### config.mk
export PLATFORM = sky130hd
export DESIGN_NAME = motor_pwm_stage_flat
export DESIGN_NICKNAME = d
export VERILOG_FILES = /design/src/rtl/motor_pwm_stage_if.sv /design/src/rtl/motor_pwm_stage.sv /design/src/flat_wrapper.sv
export SDC_FILE = /design/constraint.sdc
export NUM_CORES = 1
export LEC_CHECK = 0
export ABC_AREA = 0
export BUFFER_PORTS_ARGS = -buffer_cell sky130_fd_sc_hd__buf_2
export CORE_ASPECT_RATIO = 1.75
export CORE_MARGIN = 1
export CORE_UTILIZATION = 30
export CTS_BUF_LIST = sky130_fd_sc_hd__clkbuf_16
export DETAILED_ROUTE_END_ITERATION = 8
export SYNTH_ARGS = -nofsm -noshare
export SYNTH_HDL_FRONTEND = slang
export SYNTH_HIERARCHICAL = 1
export SYNTH_SLANG_ARGS = --single-unit
export TNS_END_PERCENT = 100
### constraint.sdc
create_clock -name clk -period 4.5 [get_ports clk]
set_input_delay 0.45 -clock clk [delete_from_list [all_inputs] [get_ports clk]]
set_output_delay 0.45 -clock clk [all_outputs]
set_load 0.01 [all_outputs]
### src/rtl/motor_pwm_stage_if.sv
// Bus between the movement logic and the PWM stage: direction codes and duty
// factors in, H-bridge IN pins, PWM enables and status flags out.
interface motor_pwm_stage_if;
    logic [1:0]  dir_a;
    logic [1:0]  dir_b;
    logic [11:0] duty_a;
    logic [11:0] duty_b;
    logic [1:0]  in_a;
    logic [1:0]  in_b;
    logic        pwm_a;
    logic        pwm_b;
    logic        period_tick;
    logic        dead_a;
    logic        dead_b;

    modport master (
        output dir_a, dir_b, duty_a, duty_b,
        input  in_a, in_b, pwm_a, pwm_b, period_tick, dead_a, dead_b
    );

    modport slave (
        input  dir_a, dir_b, duty_a, duty_b,
        output in_a, in_b, pwm_a, pwm_b, period_tick, dead_a, dead_b
    );
endinterface

### src/rtl/motor_pwm_stage.sv
// Dual H-bridge PWM stage. A shared free-running counter defines the PWM
// period; each driver has its own RUN/DEAD state machine that inserts a dead
// time (IN=00, PWM=0) on every direction change, and latches its duty factor
// only at the period wrap so the waveform never glitches mid-period.
// Optional feature macro: SOFT_START_EN (duty ramps by RAMP_STEP per period and
// restarts from 0 after every dead time).

module motor_pwm_drv #(
    parameter logic [11:0] PWM_TOP     = 12'd999,
    parameter int          DEAD_CYCLES = 16,
    parameter logic [11:0] RAMP_STEP   = 12'd50
) (
    input  logic        clk,
    input  logic        rst,
    input  logic [1:0]  dir,
    input  logic [11:0] duty,
    input  logic [11:0] cnt,
    input  logic        wrap,
    output logic [1:0]  in_pins,
    output logic        pwm,
    output logic        dead
);
    localparam int              DCW         = (DEAD_CYCLES > 1) ? $clog2(DEAD_CYCLES) : 1;
    localparam logic [DCW-1:0]  DEAD_RELOAD = DCW'(DEAD_CYCLES - 1);
    localparam logic [11:0]     FULL_DUTY   = PWM_TOP + 12'd1;

    typedef enum logic {
        ST_RUN  = 1'b0,
        ST_DEAD = 1'b1
    } drv_state_t;

    drv_state_t     state_r, state_nxt_s;
    logic [1:0]     dir_norm_s;
    logic [1:0]     dir_cur_r, dir_cur_nxt_s;
    logic [1:0]     dir_tgt_r, dir_tgt_nxt_s;
    logic [DCW-1:0] dead_cnt_r, dead_cnt_nxt_s;
    logic [11:0]    duty_lat_r, duty_lat_nxt_s;
    logic [1:0]     in_nxt_s;
    logic           pwm_nxt_s;
    logic           dead_nxt_s;
    logic           drive_s;

    // Anything above a full period is simply 100 % on.
    function automatic logic [11:0] clamp_duty(input logic [11:0] d);
        if (d > FULL_DUTY) begin
            return FULL_DUTY;
        end else begin
            return d;
        end
    endfunction

    assign dir_norm_s = (dir == 2'b11) ? 2'b00 : dir;

    // Direction FSM: leave RUN on any mismatch, restart the dead timer if the
    // requested direction moves again, adopt the new direction when it expires.
    always_comb begin
        state_nxt_s    = state_r;
        dir_cur_nxt_s  = dir_cur_r;
        dir_tgt_nxt_s  = dir_tgt_r;
        dead_cnt_nxt_s = dead_cnt_r;
        case (state_r)
            ST_RUN: begin
                if (dir_norm_s != dir_cur_r) begin
                    state_nxt_s    = ST_DEAD;
                    dead_cnt_nxt_s = DEAD_RELOAD;
                    dir_tgt_nxt_s  = dir_norm_s;
                end else begin
                    state_nxt_s    = ST_RUN;
                end
            end
            ST_DEAD: begin
                if (dir_norm_s != dir_tgt_r) begin
                    dead_cnt_nxt_s = DEAD_RELOAD;
                    dir_tgt_nxt_s  = dir_norm_s;
                end else if (dead_cnt_r == {DCW{1'b0}}) begin
                    dir_cur_nxt_s  = dir_norm_s;
                    state_nxt_s    = ST_RUN;
                end else begin
                    dead_cnt_nxt_s = dead_cnt_r - DCW'(1);
                end
            end
            default: begin
                state_nxt_s = ST_RUN;
            end
        endcase
    end

`ifdef SOFT_START_EN
    logic [11:0] duty_tgt_s;
    assign duty_tgt_s = clamp_duty(duty);

    // Soft start: held at 0 through dead time, then slews toward the target
    // by at most one ramp step at each period wrap.
    always_comb begin
        duty_lat_nxt_s = duty_lat_r;
        if (state_nxt_s == ST_DEAD) begin
            duty_lat_nxt_s = 12'd0;
        end else if (wrap) begin
            if (duty_tgt_s > duty_lat_r) begin
                if ((duty_tgt_s - duty_lat_r) > RAMP_STEP) begin
                    duty_lat_nxt_s = duty_lat_r + RAMP_STEP;
                end else begin
                    duty_lat_nxt_s = duty_tgt_s;
                end
            end else begin
                if ((duty_lat_r - duty_tgt_s) > RAMP_STEP) begin
                    duty_lat_nxt_s = duty_lat_r - RAMP_STEP;
                end else begin
                    duty_lat_nxt_s = duty_tgt_s;
                end
            end
        end else begin
            duty_lat_nxt_s = duty_lat_r;
        end
    end
`else
    // The ramp step has no role without soft start.
    logic [11:0] unused_ramp_step_s;
    assign unused_ramp_step_s = RAMP_STEP;

    // Duty is sampled only at the wrap so a period is never cut short.
    always_comb begin
        duty_lat_nxt_s = duty_lat_r;
        if (wrap) begin
            duty_lat_nxt_s = clamp_duty(duty);
        end else begin
            duty_lat_nxt_s = duty_lat_r;
        end
    end
`endif

    // Output decode from the next state so IN/PWM drop on the same edge the
    // dead time starts and return on the edge it ends.
    always_comb begin
        drive_s    = (state_nxt_s == ST_RUN) &&
                     ((dir_cur_nxt_s == 2'b10) || (dir_cur_nxt_s == 2'b01));
        in_nxt_s   = (state_nxt_s == ST_RUN) ? dir_cur_nxt_s : 2'b00;
        pwm_nxt_s  = drive_s && (cnt < duty_lat_r);
        dead_nxt_s = (state_nxt_s == ST_DEAD);
    end

    // State, duty latch and registered bridge outputs.
    always_ff @(posedge clk or posedge rst) begin
        if (rst) begin
            state_r    <= ST_RUN;
            dir_cur_r  <= 2'b00;
            dir_tgt_r  <= 2'b00;
            dead_cnt_r <= {DCW{1'b0}};
            duty_lat_r <= 12'd0;
            in_pins    <= 2'b00;
            pwm        <= 1'b0;
            dead       <= 1'b0;
        end else begin
            state_r    <= state_nxt_s;
            dir_cur_r  <= dir_cur_nxt_s;
            dir_tgt_r  <= dir_tgt_nxt_s;
            dead_cnt_r <= dead_cnt_nxt_s;
            duty_lat_r <= duty_lat_nxt_s;
            in_pins    <= in_nxt_s;
            pwm        <= pwm_nxt_s;
            dead       <= dead_nxt_s;
        end
    end
endmodule

module motor_pwm_stage #(
    parameter logic [11:0] PWM_TOP     = 12'd999,
    parameter int          DEAD_CYCLES = 16,
    parameter logic [11:0] RAMP_STEP   = 12'd50
) (
    input  logic              clk,
    input  logic              rst,
    motor_pwm_stage_if.slave  bus
);
    logic [11:0] cnt_r;
    logic        wrap_s;
    logic        period_tick_r;
    logic [1:0]  in_a_s, in_b_s;
    logic        pwm_a_s, pwm_b_s;
    logic        dead_a_s, dead_b_s;

    assign wrap_s = (cnt_r == PWM_TOP);

    // Free-running period counter and its registered wrap pulse.
    always_ff @(posedge clk or posedge rst) begin
        if (rst) begin
            cnt_r         <= 12'd0;
            period_tick_r <= 1'b0;
        end else begin
            period_tick_r <= wrap_s;
            if (wrap_s) begin
                cnt_r <= 12'd0;
            end else begin
                cnt_r <= cnt_r + 12'd1;
            end
        end
    end

    motor_pwm_drv #(
        .PWM_TOP(PWM_TOP), .DEAD_CYCLES(DEAD_CYCLES), .RAMP_STEP(RAMP_STEP)
    ) u_drv_a (
        .clk(clk), .rst(rst), .dir(bus.dir_a), .duty(bus.duty_a),
        .cnt(cnt_r), .wrap(wrap_s),
        .in_pins(in_a_s), .pwm(pwm_a_s), .dead(dead_a_s)
    );

    motor_pwm_drv #(
        .PWM_TOP(PWM_TOP), .DEAD_CYCLES(DEAD_CYCLES), .RAMP_STEP(RAMP_STEP)
    ) u_drv_b (
        .clk(clk), .rst(rst), .dir(bus.dir_b), .duty(bus.duty_b),
        .cnt(cnt_r), .wrap(wrap_s),
        .in_pins(in_b_s), .pwm(pwm_b_s), .dead(dead_b_s)
    );

    assign bus.in_a        = in_a_s;
    assign bus.in_b        = in_b_s;
    assign bus.pwm_a       = pwm_a_s;
    assign bus.pwm_b       = pwm_b_s;
    assign bus.dead_a      = dead_a_s;
    assign bus.dead_b      = dead_b_s;
    assign bus.period_tick = period_tick_r;
endmodule
### src/flat_wrapper.sv
// flat-port wrapper written by rule: the top's interface ports become plain ports
module motor_pwm_stage_flat 
#(
    parameter logic [11:0] PWM_TOP     = 12'd999,
    parameter int          DEAD_CYCLES = 16,
    parameter logic [11:0] RAMP_STEP   = 12'd50
)
  (clk, rst, bus_dir_a, bus_dir_b, bus_duty_a, bus_duty_b, bus_in_a, bus_in_b, bus_pwm_a, bus_pwm_b, bus_period_tick, bus_dead_a, bus_dead_b);
  motor_pwm_stage_if bus_i ();
  input  logic clk;
  input  logic rst;
  input wire logic [$bits(bus_i.dir_a)-1:0] bus_dir_a;
  input wire logic [$bits(bus_i.dir_b)-1:0] bus_dir_b;
  input wire logic [$bits(bus_i.duty_a)-1:0] bus_duty_a;
  input wire logic [$bits(bus_i.duty_b)-1:0] bus_duty_b;
  output wire logic [$bits(bus_i.in_a)-1:0] bus_in_a;
  output wire logic [$bits(bus_i.in_b)-1:0] bus_in_b;
  output wire logic [$bits(bus_i.pwm_a)-1:0] bus_pwm_a;
  output wire logic [$bits(bus_i.pwm_b)-1:0] bus_pwm_b;
  output wire logic [$bits(bus_i.period_tick)-1:0] bus_period_tick;
  output wire logic [$bits(bus_i.dead_a)-1:0] bus_dead_a;
  output wire logic [$bits(bus_i.dead_b)-1:0] bus_dead_b;
  assign bus_i.dir_a = bus_dir_a;
  assign bus_i.dir_b = bus_dir_b;
  assign bus_i.duty_a = bus_duty_a;
  assign bus_i.duty_b = bus_duty_b;
  assign bus_in_a = bus_i.in_a;
  assign bus_in_b = bus_i.in_b;
  assign bus_pwm_a = bus_i.pwm_a;
  assign bus_pwm_b = bus_i.pwm_b;
  assign bus_period_tick = bus_i.period_tick;
  assign bus_dead_a = bus_i.dead_a;
  assign bus_dead_b = bus_i.dead_b;
  motor_pwm_stage #(.PWM_TOP(PWM_TOP), .DEAD_CYCLES(DEAD_CYCLES), .RAMP_STEP(RAMP_STEP)) u_core (.clk(clk), .rst(rst), .bus(bus_i));
endmodule
# Yosys cells after proc, flatten, opt, wreduce, memory -nomap -nowiden
# Index checks and enable logic that the tools add are counted.
# W data, S select, Z words.
# op_classes
n_reduce_logical	12
order_cmp	4
muxes	35
add_sub_neg	3
n_eq_ne	17
n_bitwise	4
# ops
cell	n
$mux W12	3
$mux W2	14
$gt A12 B10 Y1 const B	2
$lt A12 B12 Y1	2
$mux W4	6
$pmux W4 S2	2
$add A12 B1 Y12 const B	1
$eq A12 B10 Y1 const B	1
$eq A2 B2 Y1 const B	4
$logic_not A4 Y1	2
$ne A2 B2 Y1	4
$pmux W2 S2	2
$reduce_and A2 Y1	4
$sub A4 B1 Y4 const B	2
$mux W1	6
$ne A3 B3 Y1 const B	2
$eq A2 B1 Y1 const B	2
$logic_and A1 B1 Y1	4
$ne A2 B1 Y1 const B	2
$ne A2 B2 Y1 const B	2
$not A1 Y1	4
$pmux W1 S2	2
$logic_or A1 B1 Y1	2
# word_totals
ff_bits	61
in_bits	30

# Logic depth before layout (Yosys ltp)
# depth
ltp_word	9
depth_mapped	6
ltp_nobuf	6

# Modules after synthesis
# Netlist, hierarchy kept.
# by_module_without_submodules
module	area_per_inst_um2	cells_each	seq_area_each_um2	n_inst
motor_pwm_drv	1498.9	150	600.6	2
motor_pwm_stage	606.8	56	325.3	1

# Least setup slack after synthesis
# No wires, ideal clock.
# synth_timing
path_type	reg-to-reg
from	register u_core.cnt_r[4]
to	register u_core.u_drv_a.duty_lat_r[3]
path_buffers	0
path_stages_with_launch	6
slack_ns	2.419
t_arrival_ns	1.944
t_required_ns	4.363
setup_time_ns	0.137
path_cell_list	dfrtp_1 -> or3_4 -> nor4_4 -> inv_1 -> nor3b_2 -> a22oi_1
# synth_between
elab_chain_cells	1
# synth_lines
item	line	text
start, declared	motor_pwm_stage.sv:175	logic [11:0] cnt_r;
start signal, assigned	motor_pwm_stage.sv:194	cnt_r <= cnt_r + 12'd1;
$eq A12 B10 Y1	motor_pwm_stage.sv:182	assign wrap_s = (cnt_r == PWM_TOP);
via u_core.wrap_s	motor_pwm_stage.sv:176	logic wrap_s;
end signal, assigned	motor_pwm_stage.sv:158	duty_lat_r <= duty_lat_nxt_s;
end, declared	motor_pwm_stage.sv:37	logic [11:0] duty_lat_r, duty_lat_nxt_s;
# The timed path passes the listed nets, and every way through them passes these cells.
# A chain may end at the register's enable or synchronous reset.

# Worst setup path after layout
# layout_timing
from	register u_core.cnt_r[0]
to	register u_core.u_drv_b.duty_lat_r[4]
# layout_between
elab_chain_cells	1
# layout_lines
item	line
$eq A12 B10 Y1	motor_pwm_stage.sv:182
via u_core.wrap_s	motor_pwm_stage.sv:176
end signal, assigned	motor_pwm_stage.sv:158
end, declared	motor_pwm_stage.sv:37
# The timed path passes the listed nets, and every way through them passes these cells.

==> impl_metrics.yaml <==
run_status:
  status: "complete, but fails checks"
  violations: "design-rule violations"
min_path:
  min_path_type: "in -> async"
route:
  dr_wl_met2_um: 4260
  vias: 2807
  met1Wirelength_um: 3370
  drtIter0Drc: 156
  wl_met3_um: 245
  wire_per_inst_um: 15.1
  top_layer_used: "met4"
  drtAntennaViolNets: 0
  drc: 3
  viasPerCell: 5.25
  drt_wl_total_um: 8080
  dr.pass1.iters: 8
finish:
  n_fill_cell: 1170
  layout-drive-gt1-share_pct: 18.3
  antenna_cells: 0
  fin_nets: 452
  area_growth_pct: 16.2
timing:
  fin_crit_ns: 2.10
  setup_violations: 0
  grt_setup_unrepaired: "no"
  slew_headroom_pct: 36.3
  setup_tns_ns: 0
  worst_pin_slew_ns: 0.955
  hold_viol: 0
  fin_worst_hold_slack_ns: 0.177
  max_freq_mhz: 476
  finClkSkew_ns: 0.00991
  slew_viol_final: 0
  min_period_over_period_pct: 46.7
synthesis:
  syn_area_sq_um: 3600
  async_reset_ff_share_pct: 100
  synth-edff-count: 0
  synth_common_cells: "dfrtp_1 (61), o21ai_0 (42), inv_1 (38), ha_1 (27), nor2_1 (15)"
  synth_top_area_cell: "dfrtp_1"
  synth_cell_type_count: 54
  syn-instance-count: 356
  synth_seq_cells: 61
  synth_warnings: 6
  synthTopCellsByArea: "dfrtp_1 (42%), ha_1 (9.4%), o21ai_0 (5.8%)"
  dominantRegCellSynth: "dfrtp_1"
  syn_area_per_cell_sq_um: 10.1
  yosysMostFrequentCell: "dfrtp_1"
  synth-seq-area-share_pct: 42.3
  synth_nets: 413
  synth.top_cell.area_share_pct: 42.3
critical_path:
  critPathLaunchType: "flip-flop"
  end_kind: "flip-flop"
  r2r_slack_ns: 2.40
  path_max_fanout: 19
  r2r_cells: 7
  cp.arrival_ns: 2.37
  required_ns: 4.77
  critical_path_class: "reg -> reg"
cts:
  cts_max_level: 3
  cts.repair.resized: 0
  cts_made_buffers: 9
  hold_buffers: 0
  cts_sinks: 61
  clk_path_buf_depth: 2
  clkSlewWorstSetupHoldPaths_ns: 0.06
  cts-root-buf: "clkbuf_16"
  cts_tree: "done"
  post_cts_buffers: 0
  clk_latency_ns: 0.33
global_route:
  grt_pass1_vias: 2835
  grtUsageTotal_pct: 13.6
  overflow: 0
  grt_pass1_wl_um: 13200
  antenna_found_initial: 0
  grt_start_max_net_pins: 25
floorplanning:
  die_h_um: 147
  rows: 52
  die_w_um: 84.9
  ioPinCount: 39
  start_util_pct: 31.0
  dieArea_sq_um: 12500
  core_area_sq_um: 11600
placement:
  port_buffers: 38
  place_congestion: 0.897
  dp_hpwl_um: 6170
power_and_ir_drop:
  power.density_nw_per_um2: 326
  p_leak_nw: 1.93
  ir_worst_vdd_v: 0.000184
job:
  maxCapViolCount: 0
-- layer usage --
| layer | track usage (%) | vias up |
|---|---|---|
| li1 | - | 1379 |
| met1 | 14.3 | 1349 |
| met2 | 25.2 | 61 |
| met3 | 2.58 | 18 |
| met4 | 7.20 | 0 |
| met5 | 0 | - |
-- area by class of cell --
| class | instances | area, sq um | share of cell area, % |
|---|---|---|---|
| clock buffer | 9 | 225 | 5.37 |
| clock inverter | 7 | 73.8 | 1.76 |
| inverter | 38 | 143 | 3.40 |
| multi-input combinational | 245 | 1850 | 44.1 |
| sequential | 61 | 1530 | 36.4 |
| tap | 135 | 169 | 4.03 |
| timing repair buffer | 40 | 205 | 4.90 |
-- kinds of logic after synthesis --
group | synth area share (%)
compound gates | 21.3
xor+xnor | 2.67
fa+ha+maj | 9.37
buf+inv | 6.39
flops | 42.3
mux | 0.833
simple gates | 17.1
-- metrics by stage --
step / power [mW] / instances / cell area (sq um) / util (%) / setup WS [ns]
finish: 1.36 / 535 / 4190 / 36.0 / 2.40
floorplan: 0.654 / 356 / 3600 / - / 2.42
global placement: 0.682 / 519 / 3890 / 33.4 / 2.47
global route: 1.41 / 535 / 4190 / 36.0 / 2.22
detailed placement: 0.686 / 519 / 3890 / 33.4 / 2.39
CTS: 1.38 / 535 / 4190 / 36.0 / 2.37
-- cell usage in the layout, fill, tap and decap left out, types with 3 or more instances in the layout --
cell type / instances
o31ai_1: 4
nand3_1: 7
o41ai_1: 4
xor2_1: 3
a21oi_1: 5
dfrtp_1: 61
o21a_1: 4
buf_2: 38
o21bai_1: 4
clkinvlp_4: 3
o21ai_0: 42
o211ai_1: 5
o22ai_1: 4
clkbuf_16: 9
a211oi_2: 4
and4bb_1: 4
and2_1: 4
or3_1: 3
nand2b_1: 3
a22oi_1: 4
nor3b_1: 4
nand2_1: 12
nand4_1: 4
and3_1: 6
nor2b_1: 6
ha_1: 27
a22o_1: 12
xnor2_1: 8
nor3_1: 4
inv_1: 38
and4bb_2: 4
nor2_1: 15
-- worst max-delay path, stage by stage (launching register included) --
cell and delay [ns]:
dfrtp_1 0.43, ha_1 0.25, nand3_1 0.14, nor4_4 0.29
buf_4 0.25, inv_1 0.14, nor3b_2 0.35, a22o_1 0.19
-- power breakdown --
part / internal (mW) / switching [mW] / leakage, nW / total, mW
Sequential: 0.561 / 0.0140 / 0.722 / 0.575
Combinational: 0.0466 / 0.0544 / 1.07 / 0.101
Clock: 0.429 / 0.259 / 0.136 / 0.688
-- state kept, by name (all words and copies together) (netlist names) --
register                   cells
u_core/bus.period_tick         1
u_core/cnt_r                  12
u_core/u_drv_a/dead_cnt_r      4
u_core/u_drv_a/dir_cur_r       2
u_core/u_drv_a/dir_tgt_r       2
u_core/u_drv_a/duty_lat_r     12
u_core/u_drv_a/in_pins         2
u_core/u_drv_a/pwm             1
u_core/u_drv_a/state_r         1
u_core/u_drv_b/dead_cnt_r      4
u_core/u_drv_b/dir_cur_r       2
u_core/u_drv_b/dir_tgt_r       2
u_core/u_drv_b/duty_lat_r     12
u_core/u_drv_b/in_pins         2
u_core/u_drv_b/pwm             1
u_core/u_drv_b/state_r         1
-- worst paths after layout --
path / startpoint / endpoint
worst max-delay path: u_core/cnt_r[0] / u_core/u_drv_b/duty_lat_r[4]
worst min-delay path: rst / u_core/cnt_r[2]
worst max register to register: u_core/cnt_r[0] / u_core/u_drv_b/duty_lat_r[4]
worst min register to register: u_core/u_drv_a/duty_lat_r[10] / u_core/u_drv_a/duty_lat_r[10]
max in group asynchronous: rst / u_core/u_drv_b/dir_tgt_r[1]
min in group clk: bus_duty_a[0] / u_core/u_drv_a/duty_lat_r[0]
(Power assumes the default switching activity.)
